<file path="src/rtl/hazard_control_unit.sv">
// Hazard and stall sequencer for the 5-stage RV32 pipeline.
// Drives stage enables, flush/bubble, PC redirect, and stall/flush counters.
module hazard_control_unit #(
   parameter int CNT_W = 32
) (
   input  logic             clk,
   input  logic             rst_n,
   input  logic [4:0]       IFID_RS1,
   input  logic [4:0]       IFID_RS2,
   input  logic             IFID_UseRS2,
   input  logic             IFID_IsBranch,
   input  logic [4:0]       IDEX_RD,
   input  logic             IDEX_RegWrite,
   input  logic             IDEX_MemRead,
   input  logic [4:0]       EXMEM_RD,
   input  logic             EXMEM_MemRead,
   input  logic             branch_taken,
   input  logic             icache_stall,
   input  logic             dcache_stall,
   output logic             PC_write,
   output logic             PC_redirect,
   output logic             IFID_write,
   output logic             IFID_flush,
   output logic             IDEX_bubble,
   output logic             EXMEM_write,
   output logic             MEMWB_write,
   output logic [CNT_W-1:0] stall_cycles,
   output logic [CNT_W-1:0] flush_count
);

   typedef enum logic [1:0] {
      RUN    = 2'd0,
      FREEZE = 2'd1,
      ISTALL = 2'd2
   } state_e;

   state_e           state_q, state_d;
   logic             disc_pend_q, disc_pend_d;
   logic             disc_new_q, disc_new_d;
   logic [CNT_W-1:0] stall_q, stall_d;
   logic [CNT_W-1:0] flush_q, flush_d;

   logic idex_nz, exmem_nz;
   logic idex_m1, idex_m2, exmem_m1, exmem_m2;
   logic lu_haz, br_haz;
   logic stall_inc, flush_inc;

   // x0 is never a real producer, so a zero rd can never match
   assign idex_nz  = (IDEX_RD != 5'd0);
   assign exmem_nz = (EXMEM_RD != 5'd0);
   assign idex_m1  = idex_nz & (IDEX_RD == IFID_RS1);
   assign idex_m2  = idex_nz & (IDEX_RD == IFID_RS2);
   assign exmem_m1 = exmem_nz & (EXMEM_RD == IFID_RS1);
   assign exmem_m2 = exmem_nz & (EXMEM_RD == IFID_RS2);

   assign lu_haz = IDEX_MemRead & (idex_m1 | (IFID_UseRS2 & idex_m2));
   assign br_haz = IFID_IsBranch &
                   ((IDEX_RegWrite & (idex_m1 | idex_m2)) |
                    (EXMEM_MemRead & (exmem_m1 | exmem_m2)));

   always_comb begin
      PC_write    = 1'b1;
      PC_redirect = 1'b0;
      IFID_write  = 1'b1;
      IFID_flush  = 1'b0;
      IDEX_bubble = 1'b0;
      EXMEM_write = 1'b1;
      MEMWB_write = 1'b1;
      disc_pend_d = disc_pend_q;
      stall_inc   = 1'b0;
      flush_inc   = 1'b0;

      if (dcache_stall) begin
         PC_write    = 1'b0;
         IFID_write  = 1'b0;
         EXMEM_write = 1'b0;
         MEMWB_write = 1'b0;
         stall_inc   = 1'b1;
      end else if (lu_haz | br_haz) begin
         PC_write    = 1'b0;
         IFID_write  = 1'b0;
         IDEX_bubble = 1'b1;
         stall_inc   = 1'b1;
      end else if (branch_taken) begin
         PC_redirect = 1'b1;
         IFID_flush  = 1'b1;
         flush_inc   = 1'b1;
         disc_pend_d = disc_pend_q | icache_stall;
      end else if (icache_stall) begin
         PC_write    = 1'b0;
         IFID_write  = 1'b0;
         IDEX_bubble = 1'b1;
         stall_inc   = 1'b1;
      end else if (disc_pend_q) begin
         // the wrong-path word arrives now; drop it and hold PC
         PC_write    = 1'b0;
         IFID_flush  = 1'b1;
         disc_pend_d = 1'b0;
      end

      if (!rst_n) begin
         PC_write    = 1'b0;
         PC_redirect = 1'b0;
         IFID_write  = 1'b0;
         IFID_flush  = 1'b1;
         IDEX_bubble = 1'b1;
         EXMEM_write = 1'b0;
         MEMWB_write = 1'b0;
      end
   end

   always_comb begin
      state_d = RUN;
      if (dcache_stall) begin
         state_d = FREEZE;
      end else if (icache_stall) begin
         state_d = ISTALL;
      end
      disc_new_d = disc_pend_d & ~disc_pend_q;
      stall_d    = stall_q + CNT_W'(stall_inc);
      flush_d    = flush_q + CNT_W'(flush_inc);
   end

   always_ff @(posedge clk) begin
      if (!rst_n) begin
         state_q     <= RUN;
         disc_pend_q <= 1'b0;
         disc_new_q  <= 1'b0;
         stall_q     <= '0;
         flush_q     <= '0;
      end else begin
         state_q     <= state_d;
         disc_pend_q <= disc_pend_d;
         disc_new_q  <= disc_new_d;
         stall_q     <= stall_d;
         flush_q     <= flush_d;
      end
   end

   // a stale fetch can only be recorded while the I-cache is stalling
   always_ff @(posedge clk) begin
      if (rst_n && disc_new_q) begin
         assert (state_q == ISTALL);
      end
   end

   assign stall_cycles = stall_q;
   assign flush_count  = flush_q;

endmodule

</file>
<file path="config.mk">
export PLATFORM = sky130hd
export DESIGN_NAME = hazard_control_unit
export DESIGN_NICKNAME = d
export VERILOG_FILES = /design/src/rtl/hazard_control_unit.sv
export SDC_FILE = /design/constraint.sdc
export NUM_CORES = 1
export LEC_CHECK = 0
export ABC_AREA = 0
export ABC_CLOCK_PERIOD_IN_PS = 3200
export CORE_ASPECT_RATIO = 1.25
export CORE_MARGIN = 8
export CORE_UTILIZATION = 25
export CTS_BUF_LIST = sky130_fd_sc_hd__clkbuf_8 sky130_fd_sc_hd__clkbuf_16
export CTS_CLUSTER_SIZE = 30
export DETAILED_ROUTE_END_ITERATION = 10
export SLEW_MARGIN = 20
export SYNTH_ARGS = -nofsm -noshare
export SYNTH_HDL_FRONTEND = slang
export SYNTH_SLANG_ARGS = --single-unit
</file>
<file path="constraint.sdc">
create_clock -name clk -period 3.2 [get_ports clk]
set_clock_uncertainty 0.05 [all_clocks]
set_input_delay 0.32 -clock clk [delete_from_list [all_inputs] [get_ports clk]]
set_output_delay 0.32 -clock clk [all_outputs]
set_load 0.02 [all_outputs]
</file>
==> impl_metrics.env <==
export IMPL_die_w_um=116.9
export IMPL_timing_critical_path_mode_cell="clkdlybuf4s50_1"
export IMPL_fin_crit_ps=3045
export IMPL_tritoncts="yes"
export IMPL_result_of_the_run="complete, no violations"
export IMPL_io_pin_count=101
export IMPL_yosys_warnings=0
export IMPL_cp_cell_sequence="clkdlybuf4s50_1 > or3_1 > o311a_1 > a221oi_2 > buf_4 > and3_1 > clkdlybuf4s50_1"
export IMPL_clockBufferDepth=2
export IMPL_leakage_nw=1.812
export IMPL_dr_total_vias=3159
export IMPL_synth_edf_count=0
export IMPL_clock_root_buffer="clkbuf_16"
export IMPL_hold_buffers=0
export IMPL_number_of_synthesized_register_bits=65
export IMPL_nFillCells=1308
export IMPL_worstHoldPathType="reg -> reg"
export IMPL_worstSetupPathType="in -> out"
export IMPL_critical_path_n_buffers_inverters=3
export IMPL_worst_setup_path_start_kind="input pin"
export IMPL_detailed_place_area_mm2=0.004563
export IMPL_total_of_buffers_placed_on_input_and_output_ports=100
export IMPL_critical_path_arrival_ps=2680
export IMPL_syn_nets=407
export IMPL_rsz0062_at_grt="false"
export IMPL_crit_slowest_cell="clkdlybuf4s50_1"
export IMPL_globalRouteTotalUtil_pct=11.50
export IMPL_worstPathRequired_ps=2830
export IMPL_fmax_ghz=0.3284
export IMPL_post_drt_wl_per_cell_um=13.89
export IMPL_ys_seq_area_share_pct=40.91
export IMPL_place_gp_congestion=0.8486
export IMPL_cellPowerDensity_mw_per_mm2=397.8
export IMPL_post_synth_instance_area_mm2=0.003181
export IMPL_cts_made_buffers=9
export IMPL_critical_path_end_type="output pin"
export IMPL_final_hold_violation_count=0
export IMPL_clock_insertion_delay_worst_skew_ps=330
export IMPL_final_total_power_w=0.001985
export IMPL_final_critical_path_setup_slack_ps=154.9
export IMPL_maxCapViolations=0
export IMPL_crit_fanout=2
export IMPL_pre_cts_ws_ps=-454.6
export IMPL_std_cell_rows=46
export IMPL_syn_instance_count=373
export IMPL_final_area_mm2=0.004990
export IMPL_critical_path_max_stage_delay_ps=630
export IMPL_routed_wl_um=9447
export IMPL_viasPerCell=4.646
export IMPL_antenna_cells=0
export IMPL_antenna_found_initial=0
export IMPL_worst_pin_slew_ps=461.0
export IMPL_detail_route_iter0_violations=111
export IMPL_fin_setup_tns_ps=0
export IMPL_netlist_cell_type_count=37
export IMPL_final_period_utilization_pct=95.16
export IMPL_cts_htree_levels=3
export IMPL_postRouteAntennaNets=0
export IMPL_nets=541
export IMPL_final_hold_worst_slack_ps=435.1
export IMPL_die_height_um=142.1
export IMPL_setup_viol=0
export IMPL_die_area_mm2=0.01661
export IMPL_slew_viol_final=0
export IMPL_max_vdd_ir_drop_v=0.0001784
export IMPL_wire_length_of_the_first_global_routing_pass_um=15280
export IMPL_grt_start_max_net_pins=31
export IMPL_initial_core_util_pct=25.35
export IMPL_dpl_hpwl_um=7212
export IMPL_avgSynthCellArea_um2=8.527
export IMPL_floorplan_core_area_mm2=0.01255
export IMPL_drive_above_1_share_pct=12.30
export IMPL_clkSlewWorstSetupHoldPaths_ps=50
export IMPL_gr_total_overflow=0
export IMPL_via_count_of_the_first_global_routing_pass=3198
export IMPL_detailedRoute_firstPassIterationCount=4
export IMPL_area_delta_synth_final_pct=56.88
export IMPL_max_transition_margin_pct=69.15
export IMPL_cp_top_family="buffers and inverters"
export IMPL_synthArstFlopShare_pct=0
export IMPL_clock_sink_count=65
export IMPL_drc=0
export IMPL_most_common_flop_cell_mapped_by_yosys="dfxtp_1"
cells in the mapped netlist, drive strengths merged, types with 8 or more instances:
library cell,n,area share [%]
nor3,10,1.7
xor2,27,7.4
xnor2,37,10
nor4,9,2.2
a21oi,10,1.6
o21ai,14,2.2
and2,8,1.6
or3,8,1.6
nand4,18,3.5
and3,8,1.6
nand3,27,4.2
nand2,28,3.3
nor2,51,6.0
dfxtp,65,41
worst register-to-register path, stage by stage (launching register included):
cell     delay (ps)
dfxtp_1         430
nand4_1         230
nor2_1          440
nand4_1         310
or3_1           440
a21oi_2         140
timing repair:
action	CTS	global route
setup endpoints to repair	14	29
buffers inserted	1	4
endpoints found under the hold margin	0	0
gates resized for setup	8	15
gates cloned	0	0
pin swaps	3	8
state kept, by name, summed over array words and instances (netlist names):
signal        cells
flush_count      32
stall_cycles     32
disc_pend_q       1
through the flow:
step / instances / util [%]
2_1_floorplan: 373 / -
3_3_place_gp: 659 / 36.37
3_5_place_dp: 659 / 36.37
4_1_cts: 676 / 38.87
5_1_grt: 680 / 39.77
6_report: 680 / 39.77
cells by family after synthesis:
| kind of cell | after synthesis | share of synthesized area, % |
|---|---|---|
| fa+ha+maj | 4 | 1.574 |
| buf+inv | 18 | 2.282 |
| mux | 4 | 1.259 |
| xor+xnor | 64 | 17.62 |
| simple gates | 182 | 29.31 |
| flops | 65 | 40.91 |
| compound gates | 36 | 7.042 |
final cells by class:
cell class / count / area, um^2 / area share (%)
Multi-Input combinational cell: 290 / 1896 / 37.99
Sequential cell: 65 / 1301 / 26.08
Timing Repair Buffer: 134 / 1259 / 25.23
Clock buffer: 10 / 239.0 / 4.789
Tap cell: 168 / 210.2 / 4.213
Clock inverter: 6 / 58.81 / 1.179
Inverter: 7 / 26.28 / 0.5266
final timing paths:
| kind | slack (ps) | end | cells past startpoint | from |
|---|---|---|---|---|
| min reg2reg | 440 | stall_cycles[29]$_SDFF_PN0_ | 2 | stall_cycles[29]$_SDFF_PN0_ |
| max reg2reg | 1100 | flush_count[31]$_SDFF_PN0_ | 5 | flush_count[9]$_SDFF_PN0_ |
| min | 440 | stall_cycles[29]$_SDFF_PN0_ | 2 | stall_cycles[29]$_SDFF_PN0_ |
| max | 150 | PC_redirect | 7 | EXMEM_RD[2] |
power breakdown:
group	switching (W)	internal [W]
sequential	0.00000711	0.000817
clock	0.000357	0.000618
combinational	0.0000867	0.0000994
layer usage:
layer  global-route usage, %  vias up  wire [um]
li1                        -     1576          -
met1                   12.45     1484       3848
met2                   19.22       82       4631
met3                   3.864       17        714
met4                   6.284        0        253
met5                       0        -          0
cells in the final DEF, fill, tap and decap left out, drive strengths merged, types with 4 or more instances in the layout:
master	netlist	layout
clkbuf	7	10
nand4	18	18
nor2	51	51
o21ai	14	14
clkdlybuf4s50	0	93
a21oi	10	10
nor3	10	10
dfxtp	65	65
mux2i	4	4
or3	8	8
nand3	27	27
nand2	28	28
xnor2	37	37
and3	8	8
nor4	9	9
inv	7	7
xor2	27	27
and4	5	5
dlygate4sd2	0	5
nand2b	4	4
buf	4	34
and2	8	8
ha	4	4
No activity file was read; power rests on OpenSTA's default activity.
